==> src/rtl/fir_filter.sv <==
// 4-tap direct-form FIR filter: one signed sample per clock in, full-precision registered result out.
// Optional FIR_COEF_LOAD_EN: coefficients become run-time writable registers that reset to C0..C3.
module fir_filter #(
  parameter int DW   = 8,
  parameter int CW   = 8,
  parameter int TAPS = 4,
  parameter int OW   = 18,
  parameter int C0   = 16,
  parameter int C1   = 48,
  parameter int C2   = 48,
  parameter int C3   = 16
) (
  input  logic                 clk,
  input  logic                 rst,
  input  logic signed [DW-1:0] data_in,
`ifdef FIR_COEF_LOAD_EN
  input  logic                 coef_we,
  input  logic        [1:0]    coef_addr,
  input  logic signed [CW-1:0] coef_data,
`endif
  output logic signed [OW-1:0] data_out
);

  localparam logic signed [CW-1:0] COEF_RST [TAPS] = '{CW'(C0), CW'(C1), CW'(C2), CW'(C3)};

  logic signed [DW-1:0] dly  [TAPS-1];
  logic signed [DW-1:0] taps [TAPS];
  logic signed [CW-1:0] coef [TAPS];
  logic signed [OW-1:0] acc;

  // Both operands widened to OW first, so the OW-bit product and sum are exact.
  function automatic logic signed [OW-1:0] mac_term(input logic signed [DW-1:0] x,
                                                    input logic signed [CW-1:0] c);
    logic signed [OW-1:0] xe;
    logic signed [OW-1:0] ce;
    xe = {{(OW-DW){x[DW-1]}}, x};
    ce = {{(OW-CW){c[CW-1]}}, c};
    return xe * ce;
  endfunction

  always_comb begin
    taps[0] = data_in;
    for (int i = 1; i < TAPS; i++) taps[i] = dly[i-1];
  end

  always_comb begin
    acc = '0;
    for (int i = 0; i < TAPS; i++) acc = acc + mac_term(taps[i], coef[i]);
  end

  always_ff @(posedge clk) begin
    if (!rst) begin
      for (int i = 0; i < TAPS-1; i++) dly[i] <= '0;
      data_out <= '0;
    end else begin
      dly[0] <= data_in;
      for (int i = 1; i < TAPS-1; i++) dly[i] <= dly[i-1];
      data_out <= acc;
    end
  end

`ifdef FIR_COEF_LOAD_EN
  // Reset wins over a concurrent write.
  always_ff @(posedge clk) begin
    if (!rst) begin
      for (int i = 0; i < TAPS; i++) coef[i] <= COEF_RST[i];
    end else if (coef_we) begin
      coef[coef_addr] <= coef_data;
    end
  end
`else
  always_comb begin
    for (int i = 0; i < TAPS; i++) coef[i] = COEF_RST[i];
  end
`endif

endmodule

==> config.mk <==
export PLATFORM = sky130hd
export DESIGN_NAME = fir_filter
export DESIGN_NICKNAME = d
export VERILOG_FILES = /design/src/rtl/fir_filter.sv
export SDC_FILE = /design/constraint.sdc
export NUM_CORES = 1
export LEC_CHECK = 0
export CORE_ASPECT_RATIO = 0.5
export CORE_MARGIN = 4
export CORE_UTILIZATION = 55
export CTS_CLUSTER_DIAMETER = 120
export DETAILED_ROUTE_END_ITERATION = 10
export GPL_TIMING_DRIVEN = 0
export PLACE_DENSITY = 0.85
export SLEW_MARGIN = 30
export SYNTH_ARGS = -nofsm -noshare
export SYNTH_HDL_FRONTEND = slang
export SYNTH_SLANG_ARGS = --single-unit
==> constraint.sdc <==
create_clock -name clk -period 5.2 [get_ports clk]
set_input_delay 1.04 -clock clk [delete_from_list [all_inputs] [get_ports clk]]
set_output_delay 1.04 -clock clk [all_outputs]
set_load 0.005 [all_outputs]
* Word-level counts from Yosys, hierarchy flattened
Memory sizes are Yosys's and may differ from the RTL's. Index checks and enable logic that the tools add are counted.
Word-level totals: register bits 18, RAM bits 24, input bits 10, logic and storage cells 15, memories kept 1
Operators by class: $add $sub $neg 3, multipliers 2, multiplexer cells 5, bitwise logic cells 3
Memories:
- dly | words 3, bits a word 8, rd ports 3, clocked after memory_dff 0, write ports 3, RTL line 26 | logic signed [DW-1:0] dly [TAPS-1];
Operator list (count):
- $mux 8 | 3
- $mul 8x3->11 const B | 2
- $add 17x12->18 | 1
- $add 16x15->17 | 1
- $add 12x15->16 | 1
- $or 1x1->1 | 3
- $mux 1 | 2

* Longest topological paths before layout
Gate-level depths: netlist (run 1). An unclocked memory read counts as a cell.
word-level depth 5, mapped depth 19, gate-level depth less buffers 19

* Worst setup path before layout (run 1)
Ideal clock, no wire load.
kind register -> register, from mem dly[1][1] (netlist: dly[0][9]), to reg data_out[16], arrival time 4282 ps, data required time 5084 ps, path slack 803 ps, cell stages (with the launch flop) 18, period minus slack after synthesis 4397 ps, cell sequence dfxtp_1 > ha_1 > ha_1 > fa_1 > a21o_1 > a21oi_1 > nor2b_1 > o31a_1 > xnor2_1 > fa_1 > fa_1 > inv_1 > ha_1 > and3_1 > a211o_1 > a21oi_2 > a21oi_1 > a31o_1
RTL lines:
- start, declared | RTL line 26
- end signal, assigned | RTL line 54 | data_out <= '0;
- end signal, assigned | RTL line 58 | data_out <= acc;
- end, declared | RTL line 21 | output logic signed [OW-1:0] data_out

==> flow_summary.json, run 1 <==
{
  "firstDrtPassIters": 4,
  "power_frac_seq": 0.299,
  "antenna_found_initial": 0,
  "peakVddDrop_uv": 206,
  "clk-insertion-delay-late_ps": 300,
  "ys_ff_latch": 38,
  "synth_edf_count": 0,
  "hold_buffers": 0,
  "nets": 413,
  "tns_ps": 0,
  "antennaDiodeCount": 0,
  "fin_ws_ps": 361,
  "fp.coreArea_um2": 5020,
  "drive_gt1_frac": 0.0587,
  "synth-main-ff-cell": "dfxtp_1",
  "fmax_mhz": 207,
  "maxCapViolations": 0,
  "worst-path-max-fanout": 7,
  "power_leakage_uw": 0.00167,
  "start_kind": "flip-flop",
  "drt.antenna.violating_nets": 0,
  "portBuffers": 23,
  "detailroute.via_count": 2205,
  "hp-class": "reg -> reg",
  "syn_avg_cell_area_um2": 9.49,
  "period_share": 0.931,
  "comb_power_share": 0.428,
  "detailed_place_hpwl_um": 4640,
  "cts_made_buffers": 5,
  "gp_routability_congestion": 0.849,
  "end_kind": "flip-flop",
  "power-per-cell-area_nw_per_um2": 346,
  "required_ps": 5400,
  "finalMaxSlewViolations": 0,
  "placed_area_um2": 3240,
  "fin_util": 0.674,
  "htreeDepth": 2,
  "die_h_um": 59.5,
  "cts_tree": "built",
  "yosysSeqAreaShare": 0.261,
  "min_period_ps": 4840,
  "rows": 18,
  "p_int_uw": 780,
  "ys_warn_count": 0,
  "worstSetupPathType": "reg -> reg",
  "slew_headroom": 0.586,
  "start_util": 0.580,
  "grt_pass1_wl_um": 10600,
  "post-place-ws_ps": 392,
  "drtIter0Drc": 93,
  "cts_resized": 0,
  "cts-root-buf": "clkbuf_8",
  "routed_wirelength_um": 5930,
  "grt_pass1_vias": 2330,
  "drc_errors": 0,
  "track_usage": 0.203,
  "setup_viol": 0,
  "wl_per_cell_um": 14.4,
  "grt_max_degree": 13,
  "num_io_pins": 28,
  "p_clk_frac": 0.273,
  "cts_max_path_buffers": 2,
  "hold_violations": 0,
  "skew_ps": 3.94,
  "p_sw_uw": 390,
  "outcome": "finished clean",
  "worst_slew_pin_slew_ps": 621,
  "fin_area_um2": 3380,
  "syn_area_um2": 2910,
  "grt_overflow": 0,
  "clock_sinks": 38,
  "crit_arrival_ps": 5040,
  "dieWidth_um": 111,
  "fp.dieArea_um2": 6600,
  "via_per_inst": 5.36,
  "area_growth_pct": 16.2,
  "rsz0062_at_grt": "no",
  "syn_inst": 307,
  "clk_pin_slew_ps": 80,
  "ys_async_sr_fraction": 0,
  "synth_cell_types": 44,
  "post-cts-setup-buffer-count": 0,
  "switching_share": 0.333
}
[worst max-delay path: stages (launching register included)]
cell and delay, ps:
dfxtp_1 340, ha_1 320, ha_1 250, fa_1 410, a21o_1 200, a21oi_1 230, nor2b_1 100, o31a_1 290
xnor2_1 180, fa_1 500, fa_1 530, inv_1 50, ha_1 390, and3_1 240, a211o_1 290, a21oi_2 160
a21oi_1 80, a31o_1 190
[worst paths after layout]
| kind | startpoint | end | slack (ps) | cells after the start |
|---|---|---|---|---|
| min | dly[0][13] | dly[0][21] | 520 | 1 |
| max | dly[0][9] | data_out[16] | 360 | 17 |
| min reg2reg | dly[0][13] | dly[0][21] | 520 | 1 |
| max reg2reg | dly[0][9] | data_out[16] | 360 | 17 |
[layout make-up]
class / count / area, µm²
multi-input combinational: 219 / 1950
fill: 377 / 1640
sequential: 38 / 761
timing repair buffer: 23 / 230
inverter: 46 / 173
tap: 70 / 87.6
clock buffer: 6 / 82.6
clock inverter: 2 / 60.1
buffer: 7 / 41.3
[cells in the final DEF (no fill, tap or decap), types with 2 or more instances in the layout]
cell type / netlist / routed
inv_1: 46 / 46
clkdlybuf4s50_1: 0 / 23
nand2_1: 9 / 9
nor3_1: 2 / 2
nand4_1: 3 / 3
a21oi_1: 15 / 15
ha_1: 38 / 38
conb_1: 1 / 4
nor2b_1: 2 / 2
nand4b_1: 2 / 2
clkbuf_1: 3 / 3
o21a_1: 4 / 4
nand2b_1: 2 / 2
dfxtp_1: 38 / 38
xnor2_1: 9 / 9
and3_1: 2 / 2
and2_1: 24 / 24
clkbuf_8: 0 / 6
nand3_1: 5 / 5
xor2_1: 7 / 7
bufinv_16: 0 / 2
buf_4: 4 / 4
a21o_1: 10 / 10
a211oi_1: 3 / 3
fa_1: 25 / 25
o21ai_0: 8 / 8
a21oi_2: 2 / 2
a211o_1: 2 / 2
o21ai_1: 2 / 2
nor2_1: 22 / 22
[Yosys cell counts (all sizes together), types with 2 or more instances]
library cell	instances	area (µm²)
inv	46	173
dfxtp	38	761
ha	38	475
fa	25	500
and2	24	150
nor2	22	82.6
a21oi	17	92.6
a21o	11	83.8
o21ai	11	58.8
nand2	9	33.8
xnor2	9	78.8
xor2	7	61.3
nand3	5	25.0
buf	4	30.0
o21a	4	30.0
a211oi	3	22.5
clkbuf	3	11.3
nand4	3	18.8
a211o	2	17.5
and3	2	12.5
nand2b	2	12.5
nand4b	2	17.5
nor2b	2	12.5
nor3	2	10.0
o211ai	2	20.0
[metal layers]
metal	GRT usage	wire, µm	share of wire
met5	0	0	0
met4	0.104	172	0.029
met3	0.0418	232	0.039
met2	0.374	2990	0.51
met1	0.231	2530	0.43
[power groups by stage]
stage / Sequential, µW / Combinational (µW) / Clock, µW
after floorplan: 361 / 331 / 0
after global placement: 355 / 465 / 0
after detailed placement: 357 / 489 / 0
after CTS: 350 / 502 / 320
after global routing: 356 / 561 / 332
final: 350 / 500 / 320
[flip-flops by register name, indices dropped and copies added, names as in the netlist]
name	flops
dly	24
data_out	14
[cells by family after synthesis]
logic type      share of synthesized area
compound gates                      0.137
xor+xnor                           0.0481
fa+ha+maj                           0.335
other cells                       0.00129
buf+inv                            0.0735
flops                               0.261
simple gates                        0.143
[per-stage QoR]
| step | total power [µW] | std cells | hold slack [ps] |
|---|---|---|---|
| floorplan | 692 | 310 | 467 |
| global placement | 820 | 403 | 491 |
| detailed placement | 846 | 403 | 497 |
| CTS | 1170 | 411 | 514 |
| global route | 1250 | 411 | 523 |
| finish | 1170 | 411 | 517 |
No activity file was read; power rests on OpenSTA's default activity.
==> run 2: changes to the inputs <==
==> constraint.sdc (replaced) <==
create_clock -name clk -period 4.6 [get_ports clk]
set_input_delay 0.92 -clock clk [delete_from_list [all_inputs] [get_ports clk]]
set_output_delay 0.92 -clock clk [all_outputs]
set_load 0.005 [all_outputs]
==> run 2 against run 1 <==
Net effect:
- global-route usage rose by 1.0 points
- sequential share of layout area fell by 0.59 points
- power rose by 16%
- non-clock buffer count up 4
- combinational power is 20% higher
- worst hold slack lost 21 ps
- highest routed layer unchanged
==> flow_summary.json, run 2 (same netlist as run 1, synthesis figures left out) <==
{
  "outcome": "finished clean",
  "finalMaxSlewViolations": 0,
  "switching_share": 0.337,
  "gp_routability_congestion": 0.849,
  "num_io_pins": 28,
  "start_kind": "flip-flop",
  "comb_power_share": 0.442,
  "final_common_cell": "inv_1",
  "min_period_ps": 4460,
  "skew_ps": 4.02,
  "cts_max_path_buffers": 2,
  "hold_violations": 0,
  "wl_per_cell_um": 15.2,
  "largest_reg_flops": 24,
  "fin_area_um2": 3490,
  "final_cells": 415,
  "routed_wirelength_um": 6300,
  "setup_viol": 0,
  "detailroute.via_count": 2266,
  "worst_slew_pin_slew_ps": 621,
  "clk_pin_slew_ps": 80,
  "hold_ws_ps": 496,
  "crit_arrival_ps": 4660,
  "cts_made_buffers": 5,
  "power-per-cell-area_nw_per_um2": 389,
  "grt_overflow": 0,
  "cp_slowest_cell": "fa_1",
  "fp.dieArea_um2": 6600,
  "required_ps": 4800,
  "start_util": 0.580,
  "slowest_delay_ps": 590,
  "p_sw_uw": 458,
  "clk-insertion-delay-late_ps": 300,
  "p_total_uw": 1360,
  "drt.antenna.violating_nets": 0,
  "slew_headroom": 0.586,
  "grt_pass1_vias": 2404,
  "antenna_found_initial": 0,
  "p_int_uw": 902,
  "area_growth_pct": 19.9,
  "power_frac_seq": 0.292,
  "rsz0062_at_grt": "yes",
  "layout_common_cells": "46 x inv_1, 35 x dfxtp_1, 34 x ha_1, 24 x and2_1, 23 x clkdlybuf4s50_1",
  "cts_tree": "built",
  "nets": 417,
  "htreeDepth": 2,
  "worst-path-max-fanout": 7,
  "hp-class": "reg -> reg",
  "dieWidth_um": 111,
  "worstSetupPathType": "reg -> reg",
  "crit_chain": "ha_1, ha_2, fa_2, a21o_1, a21oi_2, nor2b_1, o31a_1, xnor2_2, fa_1, fa_1, inv_1, ha_4, and3_4, a211o_1, a21oi_2, a21oi_1, a31o_1",
  "firstDrtPassIters": 4,
  "grt_pass1_wl_um": 11100,
  "drc_errors": 0,
  "die_h_um": 59.5,
  "fmax_mhz": 224,
  "critical_path_buf_inv_count": 1,
  "maxCapViolations": 0,
  "power_leakage_uw": 0.00168,
  "cts-root-buf": "clkbuf_8",
  "grt_max_degree": 13,
  "placed_area_um2": 3240,
  "drive_gt1_frac": 0.116,
  "end_kind": "flip-flop",
  "peakVddDrop_uv": 230,
  "track_usage": 0.214,
  "portBuffers": 23,
  "fp.coreArea_um2": 5020,
  "p_clk_frac": 0.266,
  "detailed_place_hpwl_um": 4640,
  "top_register": "dly",
  "crit_family": "adder cells",
  "antennaDiodeCount": 0,
  "rows": 18,
  "period_share": 0.969,
  "clock_sinks": 38,
  "drtIter0Drc": 107,
  "via_per_inst": 5.46,
  "reg.largest.list": "dly: 24 flops, data_out: 14 flops",
  "dp.cells": 403
}
[run 2: cell count changes in the layout (fill, tap and decap cells not counted), moves of 3 or more]
| cell | change |
|---|---|
| ha_1 | -4 |
| dfxtp_1 | -3 |
| fa_1 | -3 |
| dfxtp_2 | +3 |
| buf_4 | +4 |
| a21oi_1 | -3 |
| fa_2 | +3 |
[run 2: cell type report]
cell class	instances	area [µm²]
multi-input cells	219	2020
fillers	345	1530
flip-flops and latches	38	764
repair buffers	27	260
inverters	46	173
well taps	70	87.6
clock buffers	6	82.6
clock inverters	2	60.1
plain buffers	7	41.3
[run 2: timing repair]
item	CTS	global route
hold buffers	0	0
pin swaps	3	10
setup buffers	2	2
gates resized for setup	8	13
setup endpoints to repair	1	5
[run 2: power by group through the flow]
stage / clock network, µW / logic [µW] / registers [µW]
after floorplan: 0 / 374 / 408
after global placement: 0 / 526 / 401
after detailed placement: 0 / 552 / 404
after CTS: 362 / 579 / 396
after global routing: 376 / 670 / 402
final: 362 / 601 / 397
[run 2: per-layer routing]
layer,track usage,share of wire,vias up
li1,-,-,1085
met1,0.241,0.42,1093
met2,0.384,0.50,66
met3,0.0459,0.046,22
met4,0.128,0.040,0
met5,0,0,-
[run 2: path summary, 6_finish.rpt]
path / start / depth (start not counted) / end / slack [ps]
worst min register to register: dly[0][2] / 1 / dly[0][10] / 500
worst max-delay path: dly[0][10] / 17 / data_out[16] / 140
worst min-delay path: dly[0][2] / 1 / dly[0][10] / 500
worst max register to register: dly[0][10] / 17 / data_out[16] / 140
[run 2: per-stage QoR]
stage               setup TNS (ps)  utilization  worst slack, ps
floorplan                        0            -              203
global placement             -17.5        0.645            -17.5
detailed placement            -208        0.645             -208
CTS                              0        0.685             34.7
global route                     0        0.695             1.21
finish                           0        0.695              143
